===== config.mk =====
export PLATFORM = sky130hd
export DESIGN_NAME = counter_ctrl
export DESIGN_NICKNAME = d
export VERILOG_FILES = /design/src/rtl/counter_ctrl_pkg.sv /design/src/rtl/key_debounce.sv /design/src/rtl/counter_ctrl.sv
export SDC_FILE = /design/constraint.sdc
export NUM_CORES = 1
export LEC_CHECK = 0
export CORE_ASPECT_RATIO = 1.2
export CORE_MARGIN = 2
export CORE_UTILIZATION = 59
export CTS_CLUSTER_DIAMETER = 150
export DETAILED_ROUTE_END_ITERATION = 8
export MAX_ROUTING_LAYER = met4
export PLACE_DENSITY = 0.76
export SYNTH_ARGS = -nofsm -noshare
export SYNTH_HDL_FRONTEND = slang
export SYNTH_HIERARCHICAL = 1
export SYNTH_SLANG_ARGS = --single-unit

===== constraint.sdc =====
create_clock -name CLOCK -period 5.86 [get_ports CLOCK]
set_input_delay 1.758 -clock CLOCK [delete_from_list [all_inputs] [get_ports CLOCK]]
set_output_delay 1.758 -clock CLOCK [all_outputs]
set_load 0.01 [all_outputs]

===== src/rtl/counter_ctrl_pkg.sv =====
`default_nettype none
// ============================================================================
//  Module      : counter_ctrl_pkg
//  Description : Shared state encoding and pushbutton index map for counter_ctrl.
//  Revision    : 1.0 - initial release
// ============================================================================

package counter_ctrl_pkg;

    typedef enum logic [1:0] {
        RUN   = 2'd0,
        PAUSE = 2'd1,
        STEP  = 2'd2
    } ctrl_state_t;

    localparam int NUM_KEYS = 4;

    localparam int KEY_CLR  = 0;
    localparam int KEY_RUN  = 1;
    localparam int KEY_STEP = 2;
    localparam int KEY_DIR  = 3;

endpackage

`default_nettype wire


===== src/rtl/key_debounce.sv =====
`default_nettype none
// ============================================================================
//  Module      : key_debounce
//  Description : Two-flop synchronizer, debounce filter and press pulse for
//                one active-low pushbutton.
//  Revision    : 1.0 - initial release
// ============================================================================

module key_debounce #(
    parameter int DEBOUNCE_CYCLES = 500000
) (
    input  logic CLOCK,
    input  logic RESETn,
    input  logic key_i,
    output logic press_o
);

    localparam int            CW       = $clog2(DEBOUNCE_CYCLES + 1);
    localparam logic [CW-1:0] CNT_DONE = CW'(DEBOUNCE_CYCLES);

    logic          meta_q;
    logic          sync_q;
    logic          level_q;
    logic          level_prev_q;
    logic          press_q;
    logic [CW-1:0] cnt_q;
    logic [CW-1:0] cnt_d;

    assign cnt_d = cnt_q + CW'(1);

    always_ff @(posedge CLOCK) begin
        if (!RESETn) begin
            meta_q       <= 1'b1;
            sync_q       <= 1'b1;
            level_q      <= 1'b1;
            level_prev_q <= 1'b1;
            press_q      <= 1'b0;
            cnt_q        <= '0;
        end else begin
            meta_q       <= key_i;
            sync_q       <= meta_q;
            level_prev_q <= level_q;
            // Only the released-to-pressed edge of the filtered level is an event.
            press_q      <= level_prev_q & ~level_q;

            if (sync_q == level_q) begin
                cnt_q <= '0;
            end else if (cnt_d == CNT_DONE) begin
                level_q <= sync_q;
                cnt_q   <= '0;
            end else begin
                cnt_q <= cnt_d;
            end
        end
    end

    assign press_o = press_q;

endmodule

`default_nettype wire


===== src/rtl/counter_ctrl.sv =====
`default_nettype none
// ============================================================================
//  Module      : counter_ctrl
//  Description : Pushbutton front end for a downstream counter: run/pause/step
//                control, prescaled enable, clear pulse and direction level.
//  Revision    : 1.0 - initial release
// ============================================================================

module counter_ctrl
    import counter_ctrl_pkg::*;
#(
    parameter int DEBOUNCE_CYCLES = 500000,
    parameter int TICK_DIV        = 1
) (
    input  logic       CLOCK,
    input  logic       RESETn,
    input  logic [3:0] KEY,
    output logic       EN,
    output logic       CLR,
    output logic       UP,
    output logic [1:0] STATE
);

    localparam int            PW         = (TICK_DIV > 1) ? $clog2(TICK_DIV) : 1;
    localparam logic [PW-1:0] PRESC_LAST = PW'(TICK_DIV - 1);

    logic [NUM_KEYS-1:0] key_press;

    generate
        for (genvar k = 0; k < NUM_KEYS; k++) begin : g_key
            key_debounce #(
                .DEBOUNCE_CYCLES (DEBOUNCE_CYCLES)
            ) u_key_debounce (
                .CLOCK   (CLOCK),
                .RESETn  (RESETn),
                .key_i   (KEY[k]),
                .press_o (key_press[k])
            );
        end
    endgenerate

    ctrl_state_t   state_q;
    logic [PW-1:0] presc_q;
    logic [PW-1:0] presc_d;
    logic          presc_last;
    logic          en_q;
    logic          clr_q;
    logic          up_q;

    assign presc_last = (presc_q == PRESC_LAST);
    assign presc_d    = presc_last ? '0 : presc_q + PW'(1);

    // The prescaler advances on every edge whose destination state is RUN, so
    // EN never fires in the first PAUSE cycle and resumes on the held phase.
    always_ff @(posedge CLOCK) begin
        if (!RESETn) begin
            state_q <= RUN;
            presc_q <= '0;
            en_q    <= 1'b0;
            clr_q   <= 1'b0;
            up_q    <= 1'b1;
        end else begin
            en_q  <= 1'b0;
            clr_q <= key_press[KEY_CLR];

            if (key_press[KEY_DIR]) begin
                up_q <= ~up_q;
            end

            case (state_q)
                RUN: begin
                    if (key_press[KEY_RUN]) begin
                        state_q <= PAUSE;
                    end else begin
                        presc_q <= presc_d;
                        en_q    <= presc_last;
                    end
                end
                PAUSE: begin
                    if (key_press[KEY_RUN]) begin
                        state_q <= RUN;
                        presc_q <= presc_d;
                        en_q    <= presc_last;
                    end else if (key_press[KEY_STEP]) begin
                        state_q <= STEP;
                        en_q    <= 1'b1;
                    end
                end
                STEP: begin
                    state_q <= PAUSE;
                end
                default: begin
                    state_q <= RUN;
                end
            endcase

            // Clear wins over any enable decided above.
            if (key_press[KEY_CLR]) begin
                presc_q <= '0;
                en_q    <= 1'b0;
            end
        end
    end

    assign EN    = en_q;
    assign CLR   = clr_q;
    assign UP    = up_q;
    assign STATE = state_q;

endmodule

`default_nettype wire

==> impl_metrics.json, run 1 <==
{
  "num_antenna_cells": 0,
  "clock_path_buffers": 2,
  "maxSlewHeadroom_pct": 53.00,
  "powerDensity_nw_per_um2": 203.5,
  "synthesis.nets": 646,
  "post-place-ws_ps": 2367,
  "hold_viol_final": 0,
  "ys_ff_latch": 101,
  "drtPass1Iterations": 4,
  "final_cell_mix": "101 x dfxtp_1, 84 x nor2_1, 41 x xnor2_1",
  "synth_edf_count": 0,
  "grt_first_pass_wirelength_um": 17180,
  "gr-max-usage-layer": "met2",
  "grt_pass1_vias": 3960,
  "worst_pin_slew_ps": 705.0,
  "routed_wirelength_um": 9796,
  "cts-root-buf": "clkbuf_8",
  "cp_cell_sequence": "clkdlybuf4s50_1",
  "globalplace.congestion": 0.8914,
  "endpoint_kind": "output pin",
  "hp-class": "flip-flop to flip-flop",
  "tns_ps": 0,
  "postCtsSetupBuffers": 0,
  "ir_drop_v": 0.0001584,
  "cp.required_ps": 4100,
  "synthFlopType": "dfxtp_1",
  "syn_avg_cell_area_um2": 8.661,
  "cts_tree": "done",
  "drv_cap": 0,
  "placed_cell_area_um2": 5519,
  "die-area_um2": 10070,
  "grt_use_met3_pct": 2.879,
  "final.setup.worst_slack_ps": 2721,
  "setup_viol_count_final": 0,
  "dpl.hpwl_um": 6983,
  "max_stage_delay_ps": 580,
  "status": "finished clean",
  "slowest_stage": "clkdlybuf4s50_1",
  "mappedNetlistArea_um2": 5474,
  "grt_antenna_before_repair": 0,
  "core_um2": 9034,
  "layout_commonest_cell": "dfxtp_1",
  "syn_inst": 632,
  "fp.dieH_um": 109.5,
  "grt_use_met2_pct": 35.66,
  "critPathBufInv": 1,
  "std_cell_rows": 38,
  "drive_gt1_share_pct": 10.86,
  "wl_per_cell_um": 13.13,
  "drv_slew": 0,
  "vias_per_cell": 5.657,
  "cts_buffers": 9,
  "ff2ff_setup_slack_ps": 2830,
  "clk_latency_ps": 370,
  "cts.repair.resized": 0,
  "initial_core_util_pct": 60.60,
  "clkTransAtPathRegs_ps": 100,
  "use_met1_pct": 25.82,
  "holdWs_ps": 417.4,
  "synthArstFlopShare_pct": 0,
  "area_delta_synth_final_pct": 4.594,
  "drc_errors": 0,
  "min_period_ps": 3139,
  "grt_max_degree": 25,
  "drt-initial-drc-count": 151,
  "nets": 635,
  "cts_num_sinks": 101,
  "rsz0062_at_grt": "no",
  "postLayoutCellArea_um2": 5725,
  "ys_warn_count": 6,
  "clock.fmax_ghz": 0.3186,
  "ys_seq_area_share_pct": 36.94,
  "ant_nets": 0,
  "vias": 4220,
  "synth_cell_type_count": 51,
  "globalRouteOverflowTotal": 0,
  "io_buffers": 10,
  "p_leak_nw": 1.732,
  "die_x_um": 91.93,
  "cts_max_level": 3,
  "crit_family": "buffers and inverters",
  "fin_total_pwr_w": 0.001165,
  "path_max_fanout": 5,
  "critical_path_arrival_ps": 1380,
  "period_share_pct": 53.56,
  "num_io_pins": 11,
  "cp-start-kind": "flip-flop",
  "ctsHoldBuffers": 0,
  "path_class": "flip-flop to output pin",
  "fin_skew_ps": 14.12,
  "grt_usage_pct": 21.29
}
==> power by group <==
part	internal [W]	total (W)	switching (W)
sequential	0.000690	0.000693	0.00000329
clock	0.000212	0.000455	0.000243
combinational	0.00000819	0.0000173	0.00000907
==> worst paths after layout <==
kind,to,startpoint,depth (start not counted)
setup / recovery,STATE[0],STATE[0]$_SDFFE_PN0P_,1
hold / removal,EN$_SDFF_PP0_,g_key[0].u_key_debounce/press_o$_SDFF_PN0_,1
setup reg to reg,g_key[0].u_key_debounce/cnt_q[9]$_SDFF_PP0_,g_key[0].u_key_debounce/cnt_q[0]$_SDFF_PP0_,7
hold reg to reg,EN$_SDFF_PP0_,g_key[0].u_key_debounce/press_o$_SDFF_PN0_,1
==> Yosys cell counts (5+ instances only) <==
cell type / count / area, µm²
dfxtp_1: 101 / 2022
nor2_1: 84 / 315.3
xnor2_1: 41 / 359.1
nor3_1: 40 / 200.2
nand2_1: 37 / 138.9
inv_1: 33 / 123.9
nand3_1: 28 / 140.1
xor2_1: 28 / 245.2
and2_1: 13 / 81.33
clkbuf_2: 12 / 60.06
nand4_1: 12 / 75.07
nor2b_1: 12 / 75.07
o21ai_0: 12 / 60.06
a2111oi_0: 9 / 78.83
nand2b_1: 9 / 56.30
and3_1: 8 / 50.05
and4_1: 8 / 70.07
buf_2: 8 / 40.04
buf_4: 8 / 60.06
ha_1: 8 / 100.1
nor4_1: 8 / 50.05
nor3b_1: 5 / 37.54
nor4b_1: 5 / 43.79
==> logic make-up after synthesis <==
logic type | count (synthesis) | synth area share (%)
simple gates | 314 | 31.77
flops | 101 | 36.94
compound gates | 71 | 11.68
xor+xnor | 69 | 11.04
buf+inv | 65 | 6.012
fa+ha+maj | 8 | 1.829
mux | 4 | 0.7315
==> per-stage QoR <==
stage / cells / utilization [%]
floorplan: 632 / -
global placement: 730 / 61.09
detailed placement: 730 / 61.09
CTS: 746 / 63.38
global route: 746 / 63.38
finish: 746 / 63.38
==> per-layer routing <==
metal	wire [µm]	vias up
met5	0	-
met4	137	0
met3	233	13
met2	4774	57
met1	4651	1974
li1	-	2176
==> flip-flops by register name, indices dropped and copies added, names as in the netlist <==
register / cells
CLR: 1
EN: 1
STATE: 2
UP: 1
g_key.u_key_debounce/cnt_q: 76
g_key.u_key_debounce/level_prev_q: 4
g_key.u_key_debounce/level_q: 4
g_key.u_key_debounce/meta_q: 4
g_key.u_key_debounce/press_o: 4
g_key.u_key_debounce/sync_q: 4
==> area by class of cell <==
| class | instances | area (µm²) |
|---|---|---|
| well taps | 120 | 150.1 |
| clock buffers | 10 | 137.6 |
| fillers | 774 | 3308 |
| multi-input cells | 466 | 3123 |
| flip-flops and latches | 101 | 2022 |
| repair buffers | 10 | 100.1 |
| clock inverters | 6 | 68.82 |
| inverters | 33 | 123.9 |
Note: power is estimated with default switching activity, not from simulation.
==> run 2: changes to the inputs <==
==> constraint.sdc (replaced) <==
create_clock -name CLOCK -period 3.1 [get_ports CLOCK]
set_input_delay 0.93 -clock CLOCK [delete_from_list [all_inputs] [get_ports CLOCK]]
set_output_delay 0.93 -clock CLOCK [all_outputs]
set_load 0.01 [all_outputs]
==> impl_metrics.json, run 2 (synthesis gave the netlist of run 1 again) <==
{
  "status": "finished clean",
  "clock_path_buffers": 2,
  "core_um2": 9034,
  "die-area_um2": 10070,
  "grt_max_degree": 17,
  "grt_usage_pct": 21.58,
  "hold_viol_final": 0,
  "drv_cap": 0,
  "rsz0062_at_grt": "no",
  "path_max_fanout": 16,
  "ff2ff_setup_slack_ps": 240,
  "cts_max_level": 3,
  "p_leak_nw": 1.773,
  "num_antenna_cells": 0,
  "vias": 4240,
  "initial_core_util_pct": 60.60,
  "clkTransAtPathRegs_ps": 90,
  "routed_wirelength_um": 9961,
  "io_buffers": 10,
  "ant_nets": 0,
  "fp.dieH_um": 109.5,
  "min_period_ps": 2862,
  "cp.required_ps": 3360,
  "critical_path_arrival_ps": 3120,
  "globalRouteOverflowTotal": 0,
  "post-place-ws_ps": 246.0,
  "final.setup.worst_slack_ps": 237.6,
  "layout_commonest_cell": "dfxtp_1",
  "clock.fmax_ghz": 0.3494,
  "max_stage_delay_ps": 620,
  "holdWs_ps": 414.4,
  "largest_reg_flops": 76,
  "cts-root-buf": "clkbuf_8",
  "drtPass1Iterations": 6,
  "cp_cell_sequence": "ha_1, and3_1, xnor2_1, a2111oi_0, o2111ai_1, o31ai_4, buf_4, nor2_1",
  "setup_viol_count_final": 0,
  "crit_start": "g_key[1].u_key_debounce/cnt_q[0]$_SDFF_PP0_",
  "grt_antenna_before_repair": 0,
  "num-fill-cells": 807,
  "num_io_pins": 11,
  "die_x_um": 91.93,
  "fin_skew_ps": 12.12,
  "cp-start-kind": "flip-flop",
  "top_register": "g_key.u_key_debounce/cnt_q",
  "std_cell_rows": 38,
  "worst_pin_slew_ps": 660.3,
  "maxSlewHeadroom_pct": 54.84,
  "final_cell_count_no_fill": 753,
  "grt_first_pass_wirelength_um": 17280,
  "crit_end": "g_key[1].u_key_debounce/cnt_q[8]$_SDFF_PP0_",
  "drt-initial-drc-count": 175,
  "cts_tree": "done",
  "grt_pass1_vias": 3937,
  "postCtsSetupBuffers": 0,
  "cts.repair.resized": 0,
  "wl_per_cell_um": 13.23,
  "cts_buffers": 9,
  "ir_drop_v": 0.0002779,
  "endpoint_kind": "flip-flop",
  "hp-class": "flip-flop to flip-flop",
  "clk_latency_ps": 370,
  "ctsHoldBuffers": 0,
  "drv_slew": 0,
  "tns_ps": 0,
  "post-place-cells": 737,
  "path_class": "flip-flop to flip-flop",
  "powerDensity_nw_per_um2": 388.2,
  "dpl.hpwl_um": 7182,
  "vias_per_cell": 5.631,
  "drc_errors": 0,
  "r2r_start": "g_key[1].u_key_debounce/cnt_q[0]$_SDFF_PP0_",
  "area_delta_synth_final_pct": 5.760,
  "r2r_cells": 8,
  "r2r_end": "g_key[1].u_key_debounce/cnt_q[8]$_SDFF_PP0_",
  "slowest_stage": "a2111oi_0",
  "globalplace.congestion": 0.8648,
  "nets": 642,
  "period_share_pct": 92.34,
  "drive_gt1_share_pct": 11.85,
  "cts_num_sinks": 101,
  "final_cell_mix": "101 x dfxtp_1, 84 x nor2_1, 41 x xnor2_1"
}
==> run 2: cell count changes in the layout (fill, tap and decap cells not counted) <==
cell,before,now
clkinv_4,1,0
clkinvlp_4,1,0
clkbuf_8,10,12
buf_4,0,7
==> run 2: how the worst min path moves through the flow <==
stage / endpoint / cells after the start / slack (ps) / start
final: g_key[2].u_key_debounce/sync_q$_SDFF_PN1_ / 1 / 410 / g_key[2].u_key_debounce/meta_q$_SDFF_PN1_
after global routing: g_key[2].u_key_debounce/sync_q$_SDFF_PN1_ / 1 / 440 / g_key[2].u_key_debounce/meta_q$_SDFF_PN1_
after CTS: g_key[2].u_key_debounce/sync_q$_SDFF_PN1_ / 1 / 420 / g_key[2].u_key_debounce/meta_q$_SDFF_PN1_
after detailed placement: g_key[2].u_key_debounce/sync_q$_SDFF_PN1_ / 1 / 390 / g_key[2].u_key_debounce/meta_q$_SDFF_PN1_
after global placement: g_key[2].u_key_debounce/sync_q$_SDFF_PN1_ / 1 / 400 / g_key[2].u_key_debounce/meta_q$_SDFF_PN1_
after floorplan: g_key[0].u_key_debounce/sync_q$_SDFF_PN1_ / 1 / 390 / g_key[0].u_key_debounce/meta_q$_SDFF_PN1_
==> run 2: per-layer routing <==
layer	vias to the layer above	GRT usage, %	routed length (µm)
li1	2187	-	-
met4	0	8.742	130
met2	56	35.98	4816
met5	-	-	0
met1	1987	26.16	4761
met3	10	3.770	252
==> run 2: critical path: cells and delay by family (launching register included) <==
family                     cells  cell delay (ps)
AOI/OAI and AO/OA              3             1270
xor gates and xnor gates       1               80
adders and majority gates      1              340
buffers and inverters          1              250
DFF                            1              500
and+or+nand+nor                2              300
==> run 2: layout make-up <==
type                    count  area (µm²)  area share, %
inverters                  33       123.9          2.140
well taps                 120       150.1          2.593
flip-flops and latches    101        2022          34.93
repair buffers             17       152.6          2.637
clock buffers              12       165.2          2.853
clock inverters             4       52.55         0.9077
multi-input cells         466        3123          53.94
==> run 2: per-stage QoR <==
step | power, W | util, % | area, µm²
after floorplan | 0.001361 | - | 5474
after global placement | 0.001376 | 61.68 | 5572
after detailed placement | 0.001378 | 61.68 | 5572
after CTS | 0.002275 | 64.09 | 5789
after global routing | 0.002327 | 64.09 | 5789
final | 0.002247 | 64.09 | 5789
==> run 2: power by group <==
group | internal [W] | total, W | leakage, nW | switching (W)
Clock | 0.000444 | 0.000900 | 0.113 | 0.000456
Sequential | 0.00130 | 0.00131 | 0.816 | 0.00000584
Combinational | 0.0000190 | 0.0000377 | 0.843 | 0.0000187
Total | 0.00177 | 0.00225 | 1.77 | 0.000481
==> run 3: changes to the inputs <==
--- a/config.mk
+++ b/config.mk
@@ -12,6 +12,7 @@
 export DETAILED_ROUTE_END_ITERATION = 8
 export MAX_ROUTING_LAYER = met4
 export PLACE_DENSITY = 0.76
+export SETUP_SLACK_MARGIN = 0.1
 export SYNTH_ARGS = -nofsm -noshare
 export SYNTH_HDL_FRONTEND = slang
 export SYNTH_HIERARCHICAL = 1
==> impl_metrics.json, run 3 (synthesis gave the netlist of run 1 again) <==
{
  "num-fill-cells": 806,
  "holdWs_ps": 414.4,
  "dpl.hpwl_um": 7182,
  "die_x_um": 91.93,
  "ant_nets": 0,
  "min_period_ps": 2762,
  "maxSlewHeadroom_pct": 58.99,
  "cp.required_ps": 3360,
  "cts.repair.resized": 0,
  "slowest_stage": "or4_1",
  "die-area_um2": 10070,
  "regArea_um2": 2022,
  "fp.dieH_um": 109.5,
  "hp-class": "flip-flop to flip-flop",
  "swShare_pct": 21.40,
  "vias_per_cell": 5.637,
  "crit_start": "g_key[2].u_key_debounce/cnt_q[0]$_SDFF_PP0_",
  "postLayoutCellArea_um2": 5791,
  "clkTransAtPathRegs_ps": 100,
  "ir_drop_v": 0.0002779,
  "cts_buffers": 9,
  "r2r_cells": 8,
  "critical_path_arrival_ps": 3030,
  "globalRouteOverflowTotal": 0,
  "r2r_end": "g_key[2].u_key_debounce/cnt_q[3]$_SDFF_PP0_",
  "area_delta_synth_final_pct": 5.783,
  "powerDensity_nw_per_um2": 388.2,
  "placed_cell_area_um2": 5572,
  "drc_errors": 0,
  "p_int_w": 0.001767,
  "p_leak_nw": 1.773,
  "postCtsSetupBuffers": 0,
  "grt_pass1_vias": 3937,
  "cts_max_level": 3,
  "clk_latency_ps": 370,
  "num_io_pins": 11,
  "r2r_start": "g_key[2].u_key_debounce/cnt_q[0]$_SDFF_PP0_",
  "power.share.combinational_pct": 1.7,
  "endpoint_kind": "flip-flop",
  "cts_num_sinks": 101,
  "routed_wirelength_um": 9963,
  "vias": 4245,
  "worst_pin_slew_ps": 599.7,
  "path_max_fanout": 16,
  "tns_ps": 0,
  "drtPass1Iterations": 6,
  "final_cell_count_no_fill": 753,
  "largest_reg_flops": 76,
  "rsz0062_at_grt": "no",
  "crit_end": "g_key[2].u_key_debounce/cnt_q[3]$_SDFF_PP0_",
  "core_um2": 9034,
  "top_register": "g_key.u_key_debounce/cnt_q",
  "cp-start-kind": "flip-flop",
  "std_cell_rows": 38,
  "setup_viol_count_final": 0,
  "p_seq_share_pct": 58.2,
  "final_cell_mix": "101 x dfxtp_1, 84 x nor2_1, 41 x xnor2_1",
  "io_buffers": 10,
  "hold_viol_final": 0,
  "drive_gt1_share_pct": 11.85,
  "final_core_util_pct": 64.10,
  "status": "finished clean",
  "nets": 642,
  "grt_first_pass_wirelength_um": 17280,
  "path_class": "flip-flop to flip-flop",
  "clockPowerShare_pct": 40.1,
  "ff2ff_setup_slack_ps": 340,
  "cts-root-buf": "clkbuf_8",
  "layout_commonest_cell": "dfxtp_1",
  "drt-initial-drc-count": 173,
  "period_share_pct": 89.11,
  "initial_core_util_pct": 60.60,
  "cts_tree": "done",
  "multi_input_area_um2": 3124,
  "switching_power_w": 0.0004809,
  "grt_antenna_before_repair": 0,
  "fin_skew_ps": 12.02,
  "drv_cap": 0,
  "grt_max_degree": 17,
  "max_stage_delay_ps": 670,
  "drv_slew": 0,
  "cp_cell_sequence": "ha_1, nand4_2, or4_1, a211oi_2, o32ai_2, o31ai_4, buf_4, nor2_1",
  "clock_path_buffers": 2,
  "globalplace.congestion": 0.8648,
  "grt_usage_pct": 21.58,
  "clock.fmax_ghz": 0.3620,
  "num_antenna_cells": 0,
  "wl_per_cell_um": 13.23,
  "ctsHoldBuffers": 0,
  "post-place-cells": 737
}
[run 3: cell counts in the layout (fill, tap and decap cells not counted)]
Identical to the previous run, type by type.
[run 3: per-stage QoR]
stage,worst slack (ps),power [W]
floorplan,623.8,0.001361
global placement,438.4,0.001376
detailed placement,246.0,0.001378
CTS,239.5,0.002275
global route,134.0,0.002327
finish,337.6,0.002248
[run 3: layout make-up]
class,count,area share (%)
clock buffers,12,2.852
clock inverters,4,0.9075
inverters,33,2.139
multi-input cells,466,53.95
flip-flops and latches,101,34.92
well taps,120,2.593
repair buffers,17,2.636
[run 3: power by group through the flow]
| stage | combinational (W) | clock (W) | sequential, W |
|---|---|---|---|
| CTS | 0.0000382 | 0.000927 | 0.00131 |
| finish | 0.0000377 | 0.000901 | 0.00131 |
| global placement | 0.0000371 | 0 | 0.00134 |
| global route | 0.0000420 | 0.000974 | 0.00131 |
| floorplan | 0.0000238 | 0 | 0.00134 |
| detailed placement | 0.0000382 | 0 | 0.00134 |
[run 3: per-layer routing]
metal | global-route usage (%) | wire (µm) | up-vias
li1 | - | - | 2186
met1 | 26.16 | 4781 | 2002
met2 | 35.98 | 4816 | 47
met3 | 3.770 | 234 | 10
met4 | 8.742 | 130 | 0
met5 | - | 0 | -
[run 3: worst max-delay path: cells and delay by family (launching register included)]
family          cells  cell delay (ps)
compound gates      3              620
flops               1              510
simple gates        3              940
fa+ha+maj           1              340
buf+inv             1              250
[run 3: how the worst min path moves through the flow]
stage | endpoint | depth (start not counted) | from
global route | g_key[2].u_key_debounce/sync_q$_SDFF_PN1_ | 1 | g_key[2].u_key_debounce/meta_q$_SDFF_PN1_
CTS | g_key[2].u_key_debounce/sync_q$_SDFF_PN1_ | 1 | g_key[2].u_key_debounce/meta_q$_SDFF_PN1_
global placement | g_key[2].u_key_debounce/sync_q$_SDFF_PN1_ | 1 | g_key[2].u_key_debounce/meta_q$_SDFF_PN1_
floorplan | g_key[0].u_key_debounce/sync_q$_SDFF_PN1_ | 1 | g_key[0].u_key_debounce/meta_q$_SDFF_PN1_
finish | g_key[2].u_key_debounce/sync_q$_SDFF_PN1_ | 1 | g_key[2].u_key_debounce/meta_q$_SDFF_PN1_
detailed placement | g_key[2].u_key_debounce/sync_q$_SDFF_PN1_ | 1 | g_key[2].u_key_debounce/meta_q$_SDFF_PN1_
